**src/rtl/msdap_pkg.sv**
```systemverilog
// Shared MSDAP constants: default serial word width and serializer FSM encoding.
package msdap_pkg;

  localparam int MSDAP_WIDTH = 40;
  localparam int MSDAP_CNT_W = 6;

  typedef enum logic {
    ST_IDLE  = 1'b0,
    ST_SHIFT = 1'b1
  } msdap_state_t;

endpackage

```
**src/rtl/msdap_shift_lane.sv**
```systemverilog
// One serial output lane: WIDTH-bit parallel-load register shifting MSB first.
module msdap_shift_lane #(
  parameter int WIDTH = 40
) (
  input  logic             clk,
  input  logic             rst,
  input  logic             load,
  input  logic             shift,
  input  logic [WIDTH-1:0] din,
  output logic             dout
);

  logic [WIDTH-1:0] sreg;

  // After k shifts the MSB holds original bit WIDTH-1-k, which equals the FSM bit index.
  always_ff @(posedge clk) begin
    if (rst) begin
      sreg <= '0;
    end else if (load) begin
      sreg <= din;
    end else if (shift) begin
      sreg <= {sreg[WIDTH-2:0], 1'b0};
    end
  end

  assign dout = sreg[WIDTH-1];

endmodule

```
**src/rtl/msdap_out_serializer.sv**
```systemverilog
// Stereo output serializer: lockstep L/R shifters, one pending word, gapless reload at bit 0.
module msdap_out_serializer
  import msdap_pkg::*;
#(
  parameter int WIDTH = MSDAP_WIDTH
) (
  input  logic             Sclk,
  input  logic             Reset,
  input  logic [WIDTH-1:0] DataL,
  input  logic [WIDTH-1:0] DataR,
  input  logic             DataValid,
  output logic             DataReady,
  output logic             OutReady,
  output logic             OutputL,
  output logic             OutputR,
  output msdap_state_t     fsm_state
);

  // Handshake: a word moves on a rising Sclk where DataValid and DataReady are both 1;
  // the producer holds DataL/DataR stable until then, and DataReady never depends on DataValid.

  msdap_state_t           state;
  logic [MSDAP_CNT_W-1:0] bit_cnt;
  logic [WIDTH-1:0]       pend_l;
  logic [WIDTH-1:0]       pend_r;
  logic                   pend_valid;

  logic                   transfer;
  logic                   lane_load;
  logic                   lane_shift;
  logic [WIDTH-1:0]       load_l;
  logic [WIDTH-1:0]       load_r;
  logic                   lane_l_bit;
  logic                   lane_r_bit;

  assign transfer = DataValid & DataReady;

  // Shifter source: pending word wins at bit 0; otherwise a fresh transfer loads directly.
  always_comb begin
    lane_load  = 1'b0;
    lane_shift = 1'b0;
    load_l     = DataL;
    load_r     = DataR;
    if (state == ST_IDLE) begin
      lane_load = transfer;
    end else if (bit_cnt == '0) begin
      if (pend_valid) begin
        lane_load = 1'b1;
        load_l    = pend_l;
        load_r    = pend_r;
      end else begin
        lane_load = transfer;
      end
    end else begin
      lane_shift = 1'b1;
    end
  end

  always_ff @(posedge Sclk) begin
    if (Reset) begin
      state      <= ST_IDLE;
      bit_cnt    <= '0;
      pend_l     <= '0;
      pend_r     <= '0;
      pend_valid <= 1'b0;
    end else begin
      case (state)
        ST_IDLE: begin
          if (transfer) begin
            state   <= ST_SHIFT;
            bit_cnt <= MSDAP_CNT_W'(WIDTH - 1);
          end
        end
        ST_SHIFT: begin
          if (bit_cnt == '0) begin
            if (pend_valid) begin
              pend_valid <= 1'b0;
              bit_cnt    <= MSDAP_CNT_W'(WIDTH - 1);
            end else if (transfer) begin
              bit_cnt <= MSDAP_CNT_W'(WIDTH - 1);
            end else begin
              state <= ST_IDLE;
            end
          end else begin
            bit_cnt <= bit_cnt - 1'b1;
            if (transfer) begin
              pend_l     <= DataL;
              pend_r     <= DataR;
              pend_valid <= 1'b1;
            end
          end
        end
        default: state <= ST_IDLE;
      endcase
    end
  end

  msdap_shift_lane #(.WIDTH(WIDTH)) u_lane_l (
    .clk   (Sclk),
    .rst   (Reset),
    .load  (lane_load),
    .shift (lane_shift),
    .din   (load_l),
    .dout  (lane_l_bit)
  );

  msdap_shift_lane #(.WIDTH(WIDTH)) u_lane_r (
    .clk   (Sclk),
    .rst   (Reset),
    .load  (lane_load),
    .shift (lane_shift),
    .din   (load_r),
    .dout  (lane_r_bit)
  );

  assign DataReady = ~pend_valid;
  assign OutReady  = (state == ST_SHIFT);
  assign OutputL   = OutReady & lane_l_bit;
  assign OutputR   = OutReady & lane_r_bit;
  assign fsm_state = state;

endmodule

```
**config.mk**
```make
export PLATFORM = sky130hd
export DESIGN_NAME = msdap_out_serializer
export DESIGN_NICKNAME = d
export VERILOG_FILES = /design/src/rtl/msdap_pkg.sv /design/src/rtl/msdap_shift_lane.sv /design/src/rtl/msdap_out_serializer.sv
export SDC_FILE = /design/constraint.sdc
export NUM_CORES = 1
export LEC_CHECK = 0
export CAP_MARGIN = 10
export CORE_MARGIN = 2
export CORE_UTILIZATION = 55
export CTS_CLUSTER_DIAMETER = 150
export DETAILED_ROUTE_END_ITERATION = 6
export GPL_ROUTABILITY_DRIVEN = 0
export PLACE_DENSITY_LB_ADDON = 0.1
export SLEW_MARGIN = 20
export SYNTH_ARGS = -nofsm -noshare
export SYNTH_HDL_FRONTEND = slang
export SYNTH_SLANG_ARGS = --single-unit
export TNS_END_PERCENT = 1
```
**constraint.sdc**
```tcl
create_clock -name Sclk -period 2.3 [get_ports Sclk]
set_input_delay 0.575 -clock Sclk [delete_from_list [all_inputs] [get_ports Sclk]]
set_output_delay 0.575 -clock Sclk [all_outputs]
set_load 0.05 [all_outputs]
```
==> out/results.tsv <==
stage	metric	value	unit
detailed_routing	final_antenna_net_count	0	
detailed_routing	residual_drc	0	
logic_synthesis	summed_instance_area_of_the_synthesized_netlist	7800	um^2
power	power.density	888	nW/um^2
final_layout	final_core_util	68.6	%
cts	tritoncts	done	
logic_synthesis	number_of_enable_flip_flop_cells_after_synthesis	0	
detailed_routing	wl_per_cell	17.8	um
logic_synthesis	synth.ff_latch_count	168	
logic_synthesis	synth-async-reset-ratio	0	%
floorplanning	chipWidth	123	um
floorplanning	core_area	13900	um^2
critical_path	r2r-end	pend_l[5]	
critical_path	critical_path.endpoint_type	output port	
critical_path	critical_path.max_fanout	30	
logic_synthesis	synth_xor_area_share	0.112	%
power	fin_total_pwr	8.46	mW
run_status	run_status	completed	
critical_path	critical_path.startpoint	pend_valid	
global_route	maximum_number_of_pins_on_one_net_before_global_route_repair	81	
timing	max_slew.worst_pin.slew	553	ps
logic_synthesis	synth_compound_gate_area_share	32.1	%
critical_path	worst_ep_arrival_time	1480	ps
critical_path	worstReg2RegStart	bit_cnt[4]	
cts	clock_tree.buffer_depth	2	
final_layout	layout_common_cells	sky130_fd_sc_hd__nand2_1 (214), sky130_fd_sc_hd__dfxtp_1 (167), sky130_fd_sc_hd__a21oi_1 (114)	
flow_run	drv_cap	0	
critical_path	r2r_setup_slack	270	ps
logic_synthesis	synth_fp_nets	1049	
final_layout	antenna-diode-count	0	
logic_synthesis	yosys_warnings	0	
cts	cts_buffers	17	
timing	report.final.hold_viol_count	0	
timing	setup-tns-final	0	ps
detailed_routing	drtPass1Iterations	5	
floorplanning	die_h	123	um
logic_synthesis	ys_seq_area_share	43.1	%
hold_path	timing.hold.worst.class	flip-flop to flip-flop	
cts	clock_sink_count	168	
cts	cts-hold-fix-buffers	0	
detailed_routing	routed-via-count	7421	
global_route	wire_length_of_the_first_global_routing_pass	34300	um
cts	h-tree-depth	4	
placed_design	hpwl	12600	um
global_route	grt_pass1_vias	7118	
critical_path	required	1730	ps
logic_synthesis	synth_simple_gate_area_share	18.2	%
critical_path	worst_r2r_path_depth	6	
power	cellLeakagePower	3.12	nW
detailed_routing	first_iter_violations	717	
timing	worst_hold_slack	454	ps
critical_path	crit_path_start_kind	flip-flop	
timing	max-slew-margin-rel	63.1	%
timing	period_share	89.1	%
floorplanning	i_o_pin_count	88	
cts	worst_skew_pair.late_latency	440	ps
timing	final.min_clock_period	2050	ps
critical_path	path_class	flip-flop to output port	
cts	post_cts_resize_count	0	
final_layout	synthToLayoutAreaGrowth	22.0	%
detailed_routing	drt_wl_total	21200	um
global_route	grt_total_ovfl	0	
final_layout	final_common_cell	sky130_fd_sc_hd__nand2_1	
placed_design	port_bufs	87	
logic_synthesis	post_synth_mux_area_share	0	%
cts	ctsRootBufferMaster	sky130_fd_sc_hd__clkbuf_16	
cts	post_cts_buffers	0	
timing	setup_violations	0	
logic_synthesis	avgSynthCellArea	8.08	um^2
final_layout	drive_above_1_share	8.38	%
logic_synthesis	syn-instance-count	965	
critical_path	worstSetupEndpoint	DataReady	
timing	finClkSkew	7.05	ps
final_layout	fin_nets	1085	
timing	rsz0062_at_grt	false	
detailed_routing	vias_per_cell	6.22	
logic_synthesis	synth_cell_type_count	38	
power	worst_vdd_drop	0.665	mV
logic_synthesis	synth_adder_area_share	0.160	%
logic_synthesis	combinational_family_with_the_most_area_after_synthesis	compound AO/OA/AOI/OAI gates	
timing	maxSlewViolCount	0	
global_route	globalRouteTotalUtil	28.5	%
floorplanning	initial_util	56.2	%
floorplanning	dieArea	15200	um^2
timing	top_achievable_clock_speed	488	MHz
global_route	antenna_found_initial	0	
cts	clock_pin_slew_worst_setup_and_hold_paths	60	ps
logic_synthesis	postSynth.topFlopCell	sky130_fd_sc_hd__dfxtp_1	
floorplanning	core.rowCount	43	
## state kept, by name, indices dropped and copies added (netlist names)
signal,count
OutReady,1
bit_cnt,6
pend_l,40
pend_r,40
pend_valid,1
u_lane_l.sreg,40
u_lane_r.sreg,40
## power by group
part | internal [mW] | switching (mW)
registers | 3.26 | 0.232
clock network | 1.67 | 1.23
logic | 0.867 | 1.20
total | 5.79 | 2.66
## worst min-delay path by stage
stage                        endpoint               from  cells after the start  slack, ps
floorplan           u_lane_l.sreg[39]  u_lane_l.sreg[39]                      1        420
global placement    u_lane_r.sreg[39]  u_lane_r.sreg[39]                      1        440
detailed placement  u_lane_l.sreg[39]  u_lane_l.sreg[39]                      1        440
CTS                        pend_l[29]         pend_l[29]                      2        460
global route               pend_l[26]         pend_l[26]                      2        470
finish                      pend_r[3]          pend_r[3]                      2        450
## kinds of logic after synthesis
logic type,Yosys count
flip-flops,168
AO/OA/AOI/OAI,368
buffers and inverters,113
XOR/XNOR,1
AND/OR/NAND/NOR,314
adder cells (fa/ha/maj),1
## per-layer routing
layer | wire (um) | track usage, % | up-vias | share of wire, %
met5 | 0 | 0 | - | 0
met1 | 9190 | 34.0 | 3506 | 43
li1 | - | - | 3619 | -
met4 | 320 | 10.7 | 0 | 1.5
met2 | 10300 | 49.6 | 265 | 49
met3 | 1390 | 6.83 | 31 | 6.5
## through the flow
step                cells  area [um^2]  worst slack [ps]
global placement     1162         8920             -3.48
global route         1194         9520               168
detailed placement   1162         8920             -28.6
finish               1194         9520               250
floorplan             965         7800              93.2
CTS                  1194         9520               246
## cells in the mapped netlist, types with 29 or more instances
cell type,number,share of area [%]
sky130_fd_sc_hd__clkbuf_1,68,3.3
sky130_fd_sc_hd__o22ai_1,49,3.9
sky130_fd_sc_hd__o21ai_0,35,2.2
sky130_fd_sc_hd__o2bb2ai_1,48,5.4
sky130_fd_sc_hd__nand2_1,214,10
sky130_fd_sc_hd__dfxtp_1,168,43
sky130_fd_sc_hd__a32o_1,29,3.7
sky130_fd_sc_hd__a31oi_1,48,3.8
sky130_fd_sc_hd__and2_1,51,4.1
sky130_fd_sc_hd__o32a_1,29,3.7
sky130_fd_sc_hd__nor4_1,29,2.3
sky130_fd_sc_hd__a21oi_1,115,7.4
## worst max-delay path, cell delays in order (launching register included)
cell,delay [ps]
sky130_fd_sc_hd__dfxtp_2,370
sky130_fd_sc_hd__inv_1,60
sky130_fd_sc_hd__buf_4,330
sky130_fd_sc_hd__buf_4,270
## final cells by class
cell class	count	area, um^2
clock buffers	20	457
repair buffers	125	1330
multi-input cells	684	3990
flip-flops and latches	168	3360
inverters	5	18.8
clock inverters	12	140
fillers	1114	4360
well taps	180	225
No activity file was read; power rests on OpenSTA's default activity.
